`src/rtl/i2s_sample_tx.sv`:
```
// rtl/i2s_sample_tx.sv - stereo sample FIFO re-serialized as Philips I2S (BCLK, LRCLK, SDATA)
module i2s_sample_tx #(
    parameter int BCLK_DIV   = 4,
    parameter int FIFO_DEPTH = 4
) (
    input  logic                          clk,
    input  logic                          reset_n,
    input  logic [15:0]                   in_left,
    input  logic [15:0]                   in_right,
    input  logic                          in_valid,
    output logic                          i2s_bclk,
    output logic                          i2s_lrclk,
    output logic                          i2s_sdata,
    output logic [$clog2(FIFO_DEPTH):0]   fifo_level,
    output logic                          overflow,
    output logic                          underflow
);

    localparam int DW = (BCLK_DIV > 1) ? $clog2(BCLK_DIV) : 1;
    localparam int PW = $clog2(FIFO_DEPTH);
    localparam int LW = PW + 1;
    localparam logic [DW-1:0] DIV_MAX = DW'(BCLK_DIV - 1);
    localparam logic [LW-1:0] LVL_FULL = LW'(FIFO_DEPTH);

    logic [DW-1:0] div_q, div_d;
    logic          bclk_q, bclk_d;
    logic [4:0]    slot_q, slot_d;
    logic          lrclk_q, lrclk_d;
    logic          sdata_q, sdata_d;
    logic [31:0]   shift_q, shift_d;
    logic [31:0]   last_q, last_d;
    logic [PW-1:0] rd_q, rd_d;
    logic [PW-1:0] wr_q, wr_d;
    logic [LW-1:0] level_q, level_d;
    logic          ovf_q, ovf_d;
    logic          unf_q, unf_d;
    logic [31:0]   mem_q [FIFO_DEPTH];

    logic        wrap, fall, frame_start, empty, full, pop, push;
    logic [4:0]  slot_p2;
    logic [31:0] head;

    always_comb begin
        wrap        = (div_q == DIV_MAX);
        fall        = wrap & bclk_q;
        frame_start = fall & (slot_q == 5'd31);
        empty       = (level_q == '0);
        full        = (level_q == LVL_FULL);
        pop         = frame_start & ~empty;
        // A pop in the same cycle frees a slot, so a full FIFO can still accept.
        push        = in_valid & (~full | pop);
        head        = mem_q[rd_q];
        slot_p2     = slot_q + 5'd2;

        div_d   = wrap ? '0 : div_q + 1'b1;
        bclk_d  = wrap ? ~bclk_q : bclk_q;
        slot_d  = slot_q;
        lrclk_d = lrclk_q;
        sdata_d = sdata_q;
        shift_d = shift_q;
        last_d  = last_q;

        if (fall) begin
            slot_d  = slot_q + 5'd1;
            // Word select leads the data by one bit clock.
            lrclk_d = slot_p2[4];
            if (frame_start) begin
                if (!empty) begin
                    shift_d = head;
                    last_d  = head;
                end else begin
                    shift_d = last_q;
                end
            end else begin
                shift_d = {shift_q[30:0], 1'b0};
            end
            sdata_d = shift_d[31];
        end

        rd_d    = pop  ? rd_q + 1'b1 : rd_q;
        wr_d    = push ? wr_q + 1'b1 : wr_q;
        level_d = level_q;
        if (push && !pop) begin
            level_d = level_q + 1'b1;
        end else if (pop && !push) begin
            level_d = level_q - 1'b1;
        end

        ovf_d = in_valid & ~push;
        unf_d = frame_start & empty;
    end

    always_ff @(posedge clk or negedge reset_n) begin
        if (!reset_n) begin
            div_q   <= '0;
            bclk_q  <= 1'b0;
            slot_q  <= 5'd31;
            lrclk_q <= 1'b0;
            sdata_q <= 1'b0;
            shift_q <= '0;
            last_q  <= '0;
            rd_q    <= '0;
            wr_q    <= '0;
            level_q <= '0;
            ovf_q   <= 1'b0;
            unf_q   <= 1'b0;
            for (int i = 0; i < FIFO_DEPTH; i++) begin
                mem_q[i] <= '0;
            end
        end else begin
            div_q   <= div_d;
            bclk_q  <= bclk_d;
            slot_q  <= slot_d;
            lrclk_q <= lrclk_d;
            sdata_q <= sdata_d;
            shift_q <= shift_d;
            last_q  <= last_d;
            rd_q    <= rd_d;
            wr_q    <= wr_d;
            level_q <= level_d;
            ovf_q   <= ovf_d;
            unf_q   <= unf_d;
            if (push) begin
                mem_q[wr_q] <= {in_left, in_right};
            end
        end
    end

    assign i2s_bclk   = bclk_q;
    assign i2s_lrclk  = lrclk_q;
    assign i2s_sdata  = sdata_q;
    assign fifo_level = level_q;
    assign overflow   = ovf_q;
    assign underflow  = unf_q;

endmodule

```
`config.mk`:
```
export PLATFORM = sky130hd
export DESIGN_NAME = i2s_sample_tx
export DESIGN_NICKNAME = d
export VERILOG_FILES = /design/src/rtl/i2s_sample_tx.sv
export SDC_FILE = /design/constraint.sdc
export NUM_CORES = 1
export LEC_CHECK = 0
export BUFFER_PORTS_ARGS = -buffer_cell sky130_fd_sc_hd__buf_2
export CAP_MARGIN = 20
export CORE_MARGIN = 4
export CORE_UTILIZATION = 55
export CTS_BUF_LIST = sky130_fd_sc_hd__clkbuf_16
export DETAILED_ROUTE_END_ITERATION = 16
export HOLD_SLACK_MARGIN = 0.03
export PLACE_DENSITY = 0.73
export SLEW_MARGIN = 20
export SYNTH_ARGS = -nofsm -noshare
export SYNTH_HDL_FRONTEND = slang
export SYNTH_SLANG_ARGS = --single-unit
```
`constraint.sdc`:
```
create_clock -name clk -period 2.7 [get_ports clk]
set_input_delay 0 -clock clk [delete_from_list [all_inputs] [get_ports clk]]
set_output_delay 0 -clock clk [all_outputs]
set_load 0.01 [all_outputs]
```
After elaboration in Yosys (flattened, before gate mapping)
Index checks and enable logic that the tools add are counted.
Widths: inputs -> output; s select.
{"block": "op_classes", "n_mux": 11, "shifts": 0, "reduce_logical": 8, "addsub": 7, "n_bitwise": 13, "mul": 0, "n_div": 0, "eq_ne": 3, "n_lt_le_gt_ge": 3}
{"cell": "$mux 32", "count": 5}
{"cell": "$bwmux 128", "count": 1}
{"cell": "$bmux 32 s2", "count": 1}
{"cell": "$demux 32 s2", "count": 1}
{"cell": "$add 2x1->2 const B", "count": 3}
{"cell": "$and 1x1->1", "count": 6}
{"cell": "$ge 3x3->1 const B", "count": 2}
{"cell": "$mux 3", "count": 2}
{"cell": "$not 2->3", "count": 2}
{"cell": "$add 5x1->5 const B", "count": 1}
{"cell": "$add 5x2->5 const B", "count": 1}
{"cell": "$eq 5x5->1 const B", "count": 1}
{"cell": "$not 1->1", "count": 4}
{"cell": "$add 3x1->3 const B", "count": 1}
{"cell": "$eq 3x3->1 const B", "count": 1}
{"cell": "$logic_and 1x1->1", "count": 3}
{"cell": "$logic_not 3->1", "count": 1}
{"cell": "$lt 3x1->1 const B", "count": 1}
{"cell": "$sub 3x1->3 const B", "count": 1}
{"cell": "$eq 2x2->1 const B", "count": 1}
{"cell": "$logic_not 1->1", "count": 2}
{"cell": "$mux 2", "count": 1}
{"cell": "$reduce_and 2->1", "count": 1}
{"cell": "$reduce_bool 2->1", "count": 1}
{"cell": "$or 1x1->1", "count": 1}
{"block": "totals", "n_memories": 0, "romBits": 0, "ram_bits": 0, "latchBits": 0, "register_bits": 210, "input_bits": 35, "output_inout_bits": 8}

Longest topological paths before layout
Gate-level depths: netlist (run 1).
{"block": "logic_depth", "ltp_word": 10, "mapped_depth": 14}

Worst setup path after synthesis (run 1)
OpenSTA, ideal clock, no wires.
{"block": "synth_timing", "path_kind": "register to register", "startpoint": "register slot_q[1]", "endpoint": "register level_q[1] (netlist: fifo_level[1])", "arrival_ps": 2835, "required_ps": 2575, "synth_period_minus_slack_ps": 2960, "setup_ps": 125, "path_slack_ps": -260, "n_path_buf": 3, "stages_incl_launch_ff": 13, "path_cell_list": "dfstp_2 > ha_1 > and3_1 > ha_1 > and3_1 > buf_2 > buf_2 > nand2_2 > buf_2 > ha_1 > inv_1 > fa_1 > mux2_2"}
{"block": "synth_via", "word_cells_on_any_way": 11, "classes_between": "eq/ne (1); mux (1); bitwise (4); reduce/logical (5)"}
{"item": "start, declared", "line": "27", "source": "logic [4:0] slot_q, slot_d;"}
{"item": "start signal, assigned", "line": "113", "source": "slot_q <= slot_d;"}
{"item": "$eq 5x5->1 (*)", "line": "46", "source": "frame_start = fall & (slot_q == 5'd31);"}
{"item": "$and 1x1->1 (*)", "line": "46"}
{"item": "$and 1x1->1 (*)", "line": "49", "source": "pop = frame_start & ~empty;"}
{"item": "$or 1x1->1", "line": "51", "source": "push = in_valid & (~full | pop);"}
{"item": "$and 1x1->1", "line": "51"}
{"item": "$logic_and 1x1->1 (*)", "line": "83", "source": "if (push && !pop) begin"}
{"item": "$mux 3 (*)", "line": "83"}
{"item": "via level_d[1]", "line": "34", "source": "logic [LW-1:0] level_q, level_d;"}
{"item": "end signal, assigned", "line": "120", "source": "level_q <= level_d;"}
{"item": "end, declared", "line": "34"}
Mark *: on every way through the listed nets, which the timed path passes. The rest lies on a longest branch.
A chain may end at the register's enable or synchronous reset.

Worst setup path in the final report (run 1)
{"block": "layout_timing", "startpoint": "register slot_q[1]", "endpoint": "register level_q[2] (netlist: fifo_level[2])"}
{"block": "layout_via", "elab_chain_len": 8, "word_cells_on_any_way": 11, "classes_between": "eq/ne (1); mux (1); bitwise (4); reduce/logical (5)"}
{"item": "$eq 5x5->1 (*)", "line": "46"}
{"item": "$and 1x1->1 (*)", "line": "46"}
{"item": "$and 1x1->1 (*)", "line": "49"}
{"item": "$or 1x1->1 (*)", "line": "51"}
{"item": "$and 1x1->1 (*)", "line": "51"}
{"item": "via push", "line": "39", "source": "logic wrap, fall, frame_start, empty, full, pop, push;"}
{"item": "$logic_not 1->1", "line": "85", "source": "end else if (pop && !push) begin"}
{"item": "$logic_and 1x1->1", "line": "85"}
{"item": "$reduce_bool 2->1 (no line)"}
Marked as above.

==> impl_summary.md, run 1 <==
Route
The detailed-router iteration count before antenna repair is 5. The starting DRC count in detailed routing is slightly below 300. Using the TritonRoute via totals, the vias-per-cell ratio works out to 5.80. The remaining antenna violation count is 0.

The routed wire length is roughly 19 mm. The routed layout has ~5,700 vias. In the routed design, unresolved DRC markers number 0. The mean routed wirelength per cell is slightly below 20 um.

CTS
TritonCTS built the clock tree. Buffers added to address setup during post-CTS repair amount to 0. Counting along the longest clock path gives a buffer depth of 3. The clock latency of the later-clocked register in the worst-skew pair is just under 0.5 ns. CTS placed an instance of sky130_fd_sc_hd__clkbuf_16 at the clock tree root.

Buffers inserted during clock tree synthesis total 22. Counting every sink on the clock net gives 210. The deepest level of the CTS H-tree is 1.

Clock-pin slew was measured on the worst setup and hold paths at 0.06 ns.

Final layout
The final core area utilization is 65.3%. The post-route netlist has 37.0% of its cells at a drive strength greater than 1. From synthesis to final layout, the design area changed by 16.0%. Summing all multi-input logic gate instances after layout gives ~3800 sq um. The count of filler cells inserted in the layout is 1,237.

Registers take 5260 sq um. The number of nets in the layout is slightly below 800. The final antenna diode count is 0. The cell area after layout is between 10,000 and 15,000 sq um.

Floorplanning
The die area is 19,100 sq um. The height of the die is 138 um. The width of the die is 138 um. 43 I/O pins were placed.

The placement row count is 47. After floorplanning, the core was sized to cover ~17,000 sq um. The starting utilization of the core area is 56.3%.

Worst setup path
The top cell family by delay on the critical path is adder cells. The critical path's largest stage delay is 0.55 ns. The critical path goes through ha_2, and3_1, ha_2, and3_4, o21ai_1, inv_1, ha_4, inv_1, fa_1, xor2_1, nor2_1, xor2_1. The nature of the critical path endpoint is a register.

The buffers plus inverters on the worst setup path is 2. Along the worst path, the maximum fanout reaches 4. For the worst setup path, the data required time is about 3.1 ns. The critical setup path kind is reg -> reg. The data arrival time of the critical path is roughly 3 ns. The startpoint class of the critical path is a register. The slowest stage of the critical path is the sky130_fd_sc_hd__dfstp_2 cell.

Synth
The share of Yosys cell area claimed by the top area cell type is between 50% and 60%. The number of synthesis warnings is 0. After synthesis the netlist holds a flip-flop and latch count of 210. The async set-or-reset flop fraction in the synthesized netlist is 100%. The count of flip-flops with a built-in enable after synthesis is 0.

After synthesis, the most frequently instantiated cells are 205 x sky130_fd_sc_hd__dfrtp_1, 108 x sky130_fd_sc_hd__mux2_2, 33 x sky130_fd_sc_hd__nand3_1, 33 x sky130_fd_sc_hd__nor2_1. The cell area that synthesis handed to floorplanning was between 9000 and 10,000 sq um. The register area share after synthesis is 56.4%. Synthesis instantiated 35 different standard cells from the library. By instance count, the leading cell after synthesis is sky130_fd_sc_hd__dfrtp_1. By area the synthesized netlist is led by sky130_fd_sc_hd__dfrtp_1 55%, sky130_fd_sc_hd__mux2_2 13%, sky130_fd_sc_hd__mux4_2 7.7%, sky130_fd_sc_hd__a21bo_2 3.2%, sky130_fd_sc_hd__mux2_1 2.9%. The number of cells produced by synthesis is 660. When the netlist entered floorplanning its net count stood at between 700 and 800.

In the synthesized netlist the dominant register cell turns out to be sky130_fd_sc_hd__dfrtp_1. The post-synthesis cell type with the largest combined area is sky130_fd_sc_hd__dfrtp_1. The mean instance size in the synthesized netlist is 14.1 sq um.

Pwr
Cell internal power was estimated by the tool at 7.30 mW. In this run the power spent charging and discharging nets is 2.67 mW. In this run switching power makes up 26.8% of total power.

The worst ir drop on vdd is around 0.00065 V. After layout, the design draws a total of ~10 mW. Power spread over the standard cell area amounts to about 920 nW/um^2. The leakage component of the power is between 4 and 5 nW. The relative contribution of combinational cells to total power is 24.9%. The share of power burned in registers is between 40% and 50%.

The clock network fraction of total power is 27.7%.

Placement
During placement, the flow inserted port buffers numbering 42. Routability-driven placement finished with a final weighted congestion of around 0.77. In this run the cell area measured after placement is around 10000 sq um. The final HPWL from detailed placement is ~12 mm.

GRT
The global-route wire length before repair is around 32 mm. In the global route stage, overall resource usage came out at roughly 20%. The initial antenna violation count is 0.

The number of global-route vias before repair was between 6,000 and 7,000. After global routing the overflow that remains totals 0. Entering global routing, the biggest net connects 83 pins.

Timing
The achievable frequency is between 300 and 400 MHz. The portion of the clock cycle consumed by the worst path in the final layout is a little over nine tenths. The worst pin sits at a relative slew slack of a little over half. The max-slew violation count came to 0.

On the final layout, the worst clock skew is 0.00701 ns. Setup violations remaining at the end of the flow were counted as 0. Setup repair after global routing left no endpoint under its margin. For the final routed database, the setup TNS stands at 0 ns.

The hold violation count in the final report is 0. The slew at the pin with the worst max-slew slack is a little under 0.7 ns. The time the worst path needs with I/O delays and setup is between 2 and 3 ns.

Run
The max-capacitance violation count is 0.

Status
The run finished with clean final reports.

Worst hold path
In this run the worst hold path is classified as in -> async.
-- placed cells by master (no fill, tap or decap), types with 19 or more instances in the layout --
cell,Yosys,layout
sky130_fd_sc_hd__clkbuf_16,0,23
sky130_fd_sc_hd__buf_4,1,19
sky130_fd_sc_hd__mux4_2,32,32
sky130_fd_sc_hd__a31oi_1,31,31
sky130_fd_sc_hd__mux2_1,24,24
sky130_fd_sc_hd__buf_2,12,41
sky130_fd_sc_hd__nand3_1,33,33
sky130_fd_sc_hd__dlygate4sd3_1,0,34
sky130_fd_sc_hd__a21oi_1,31,31
sky130_fd_sc_hd__nor2_1,33,33
sky130_fd_sc_hd__a21bo_2,30,30
sky130_fd_sc_hd__mux2_2,108,108
sky130_fd_sc_hd__dfrtp_1,205,204
sky130_fd_sc_hd__nor2b_1,32,32
-- registers in the layout, indices dropped and copies added, names as in the netlist --
register and cells:
overflow 1, wr_q 2, i2s_lrclk 1, last_q 32, rd_q 2, underflow 1, slot_q 5, mem_q 128
div_q 2, shift_q 31, fifo_level 3, i2s_bclk 1, i2s_sdata 1
-- power by group through the flow --
stage / Sequential [mW] / Clock [mW] / Combinational [mW]
2_1_floorplan: 4.58 / 0 / 1.97
4_1_cts: 4.73 / 2.83 / 2.52
3_5_place_dp: 4.79 / 0 / 2.48
6_report: 4.72 / 2.76 / 2.48
3_3_place_gp: 4.68 / 0 / 2.36
5_1_grt: 4.84 / 2.96 / 2.68
-- per-stage QoR --
stage	std cells	setup WS [ns]	hold slack (ns)
global placement	900	0.167	0.0719
global route	974	0.0128	0.166
detailed placement	900	0.0922	0.0846
floorplan	660	0.00654	-0.296
finish	974	0.130	0.0882
CTS	974	0.0843	0.124
-- per-layer routing --
metal,global-route usage (%),up-vias,wire length [um]
li1,-,2555,-
met1,27.8,2966,8020
met2,34.5,106,9690
met3,2.97,26,781
met4,4.58,0,272
met5,0,-,0
-- worst reg2reg max path: cells and delay by family, from the launching register on --
family	cells	cell delay [ns]
fa+ha+maj	4	0.86
flops	1	0.55
simple gates	3	0.49
xor+xnor	2	0.30
buf+inv	2	0.17
compound gates	1	0.13
-- area by class of cell --
| class | count | share of cell area, % |
|---|---|---|
| Multi-Input combinational cell | 400 | 35.2 |
| Tap cell | 220 | 2.54 |
| Clock buffer | 23 | 5.32 |
| Timing Repair Buffer | 100 | 7.33 |
| Clock inverter | 17 | 0.856 |
| Inverter | 4 | 0.139 |
| Sequential cell | 210 | 48.6 |
-- final timing paths --
| path | from | endpoint | slack, ns | cells past startpoint |
|---|---|---|---|---|
| max | slot_q[1] | fifo_level[2] | 0.13 | 12 |
| min | reset_n | mem_q[101] | 0.09 | 2 |
| min reg2reg | div_q[0] | div_q[0] | 0.43 | 1 |
| min in group clk | in_right[6] | mem_q[6] | 0.29 | 3 |
| max in group asynchronous | reset_n | mem_q[7] | 1.75 | 3 |
| max reg2reg | slot_q[1] | fifo_level[2] | 0.13 | 12 |
-- cells by family (layout without fill, tap and decap cells) --
| family | Yosys count | count (layout) | share of synthesized area, % |
|---|---|---|---|
| flops | 210 | 210 | 56.4 |
| mux | 164 | 164 | 23.7 |
| simple gates | 116 | 116 | 6.28 |
| compound gates | 100 | 100 | 8.18 |
| buf+inv | 50 | 144 | 3.18 |
| xor+xnor | 11 | 11 | 1.03 |
| fa+ha+maj | 9 | 9 | 1.29 |
-- timing repair --
action | in CTS | in global routing
setup endpoints to repair | 0 | 4
resized for setup | 0 | 1
hold buffers | 34 | 0
endpoints found under the hold margin | 206 | 0
Power figures use the tool's default switching activity.
==> inputs of run 2 (changes only) <==
--- a/config.mk
+++ b/config.mk
@@ -11,6 +11,7 @@
 export CORE_UTILIZATION = 55
 export CTS_BUF_LIST = sky130_fd_sc_hd__clkbuf_16
 export DETAILED_ROUTE_END_ITERATION = 16
+export GPL_TIMING_DRIVEN = 0
 export HOLD_SLACK_MARGIN = 0.03
 export PLACE_DENSITY = 0.73
 export SLEW_MARGIN = 20
==> impl_summary.md, run 2 (synthesis gave the netlist of run 1 again) <==
Worst setup path
In this run the critical register-to-register path is captured at fifo_level[2]. The data arrival time of the critical path is 3.02 ns (+0.03 ns). The cell with the largest stage delay on the worst path is sky130_fd_sc_hd__dfstp_2.

The worst-case register-to-register setup slack was 0.09 ns (-0.04 ns). The maximum net fanout on the critical path is 4 (unchanged). The startpoint class of the critical path is a register. Walking the worst path, the cells encountered are ha_2, and3_4, ha_4, and3_4, buf_12, o21ai_2, inv_2, ha_4, inv_1, fa_1, xor2_1, nor2_1, xor2_1. The startpoint identified for the worst register-to-register timing path is slot_q[0].

The critical path's largest stage delay is 0.56 ns (about the same). The length in cells of the worst reg-to-reg path came to 13 (+1). The worst setup path is captured at a register. The worst setup path is of the reg -> reg kind. The worst path required time was 3.12 ns (about the same).

Pwr
The leakage component of the power came to 4.90 nW (+1.9%). The internal power of the cells is 7.35 mW (+0.77%). The clock network fraction of total power was 27.7% (about the same). The switching share of power is 27.1% (+0.26 points). The relative contribution of combinational cells to total power is 25.5% (+0.6 points). The cell area power density came to 917 nW/um^2 (-0.48%). The worst ir drop on vdd is 0.000637 V (-2.0%). The net switching power is 2.73 mW (+2.1%). The share of power burned in registers is 46.8% (-0.6 points). The power after layout is 10.1 mW (+1.1%).

Floorplanning
The width of the die is 138 um (unchanged). The area inside the core boundary is 16,600 sq um (unchanged). The number of primary I/O pins was 43 (unchanged).

The die area was 19,100 sq um (unchanged). The height of the die is 138 um (unchanged). The placement row count came to 47 (unchanged). The starting utilization of the core area was 56.3% (unchanged).

Worst hold path
The path class of the lowest-slack min-delay path is in -> reg. The worst hold path terminates at mem_q[41]. In this run the most critical hold path is launched from in_right[9]. Along the worst hold path, the cell count comes to 3.

Route
The mean routed wirelength per cell is 19.8 um (+2.9%). The detailed-router iteration count before antenna repair came to 5 (unchanged). The starting DRC count in detailed routing came to 434 (+46%). The overall via count from detail_route is 5,841 (+3.3%).

The remaining routing DRC violations is 0 (unchanged). The via count normalized by instance count was 5.84 (+0.54%). The remaining antenna violation count was 0 (unchanged). The routed wire length is 19.8 mm (+5.8%).

Final layout
Ranked by flip-flop count, first place goes to mem_q. The final core area utilization is 66.3% (+1.0 points). The number of nets in the layout is 811 (+3.7%). The most common cell after layout, fill and taps aside is sky130_fd_sc_hd__dfrtp_1.

The number of flip-flops in the largest register was 128 (unchanged). The multi-input logic area came to 3820 sq um (+0.46%). The library cells used most frequently in the layout, excluding fill and tap cells, are 205 x sky130_fd_sc_hd__dfrtp_1, 108 x sky130_fd_sc_hd__mux2_2, 51 x sky130_fd_sc_hd__buf_2.

In the final layout, the registers with the most flip-flops are mem_q (128), last_q (32), shift_q (31). The count of filler cells inserted in the layout came to 1,220 (-1.4%). The area used by sequential logic in the layout came to 5260 sq um (about the same). The final antenna diode count is 0 (unchanged).

The proportion of layout cells with a drive suffix above 1 is 37.1% (+0.13 points). Compared with the post-synthesis result, the final layout area differs by 17.8%.

GRT
The total congestion overflow after global routing is 0 (unchanged). The overall global routing resource usage came to 21.3% (+1.1 points). The number of global-route vias before repair is 6,534 (+6.9%). The maximum number of pins on one net before global-route repair is 91 (+9.6%). The initial antenna violation count is 0 (unchanged). The global-route wire length before repair is 33.5 mm (+4.8%).

Timing
The relative slew slack is 48.0% (-6.4 points). The achievable frequency was 384 MHz (-1.4%). The worst hold slack is 0.288 ns (+0.200 ns). The total negative slack for setup checks is 0 ns (unchanged). The final worst-path setup slack is 0.0933 ns (-0.0368 ns). The time the worst path needs with I/O delays and setup is 2.61 ns (+0.0368 ns). The hold violation count in the final report was 0 (unchanged). The max-slew violation count is 0 (unchanged). The slew at the pin with the worst max-slew slack is 0.780 ns (+0.0967 ns). The final setup violation count was 0 (unchanged). The final setup skew was 0.00988 ns (+0.00287 ns). Setup repair after global routing could not meet its margin everywhere. The portion of the clock cycle consumed by the worst path in the final layout came to 96.5% (+1.4 points).

CTS
The deepest level of the CTS H-tree was 1 (unchanged). The root buffer selected by CTS is sky130_fd_sc_hd__clkbuf_16. The number of buffers created by CTS is 22 (unchanged). The number of clock sinks is 210 (unchanged).

The clock latency of the later-clocked register in the worst-skew pair is 0.50 ns (about the same). The clock tree from TritonCTS is yes. The maximum clock path buffer count is 3 (unchanged). The clock-pin slew on the worst setup and hold paths was 0.06 ns (about the same).

Placement
The final estimated routing congestion in global placement is 0.758 (-1.6%). The worst setup timing slack at the placement stage came to -0.281 ns (-0.373 ns). The final HPWL from detailed placement is 12.9 mm (+7.2%). The count of input and output buffers is 42 (unchanged).

Status
The flow ran to the end, and the final reports show no timing, DRC or antenna violations.

Run
The max-capacitance violation count is 0 (unchanged).
## run 2: cell type report
class	instances	share of cell area, %
Buffer	44	2.63
Multi-Input combinational cell	400	34.8
Inverter	4	0.137
Clock buffer	23	5.23
Tap cell	220	2.50
Sequential cell	210	47.8
Timing Repair Buffer	85	6.08
Clock inverter	15	0.785
## run 2: repair_timing
action / 4_1_cts / 5_1_grt
cloned: 0 / 0
endpoints found under the setup margin: 32 / 19
buffers inserted: 5 / 0
pin swaps: 1 / 0
hold endpoints to repair: 341 / 0
gates resized for setup: 5 / 6
hold buffers: 36 / 0
## run 2: per-stage QoR
step	instances	instance area, sq um
6_report	1001	11000
5_1_grt	1001	11000
4_1_cts	1002	11000
3_5_place_dp	924	9930
3_3_place_gp	922	9870
2_1_floorplan	660	9380
## run 2: per-layer routing
metal	track usage, %	wire [um]	up-vias
met5	0	0	-
met4	6.92	510	0
met3	3.35	794	46
met2	36.2	10000	128
met1	28.5	8510	3054
li1	-	-	2613
## run 2: worst max-delay path, delay by kind of cell (launching register included)
kind,cells,cell delay [ns]
AO/OA/AOI/OAI,1,0.09
XOR/XNOR,2,0.31
adder cells (fa/ha/maj),4,0.84
buffers and inverters,3,0.23
flip-flops,1,0.56
AND/OR/NAND/NOR,3,0.50
## run 2: worst max-delay path by stage
stage | slack [ns] | to | depth (start not counted) | from
after floorplan | 0.007 | fifo_level[1] | 12 | slot_q[0]
after global placement | -1.56 | mem_q[57] | 1 | reset_n
after detailed placement | -0.28 | fifo_level[1] | 12 | slot_q[0]
after CTS | 0.03 | fifo_level[1] | 11 | slot_q[0]
after global routing | -0.009 | fifo_level[2] | 13 | slot_q[0]
final | 0.09 | fifo_level[2] | 13 | slot_q[0]
## run 2: power groups by stage
stage                     combinational, mW  clock (mW)  sequential, mW
after global placement                 2.41           0            4.64
after CTS                              2.61        2.84            4.72
after detailed placement               2.55           0            4.77
after floorplan                        1.97           0            4.58
after global routing                   2.78        2.99            4.84
final                                  2.57        2.79            4.72
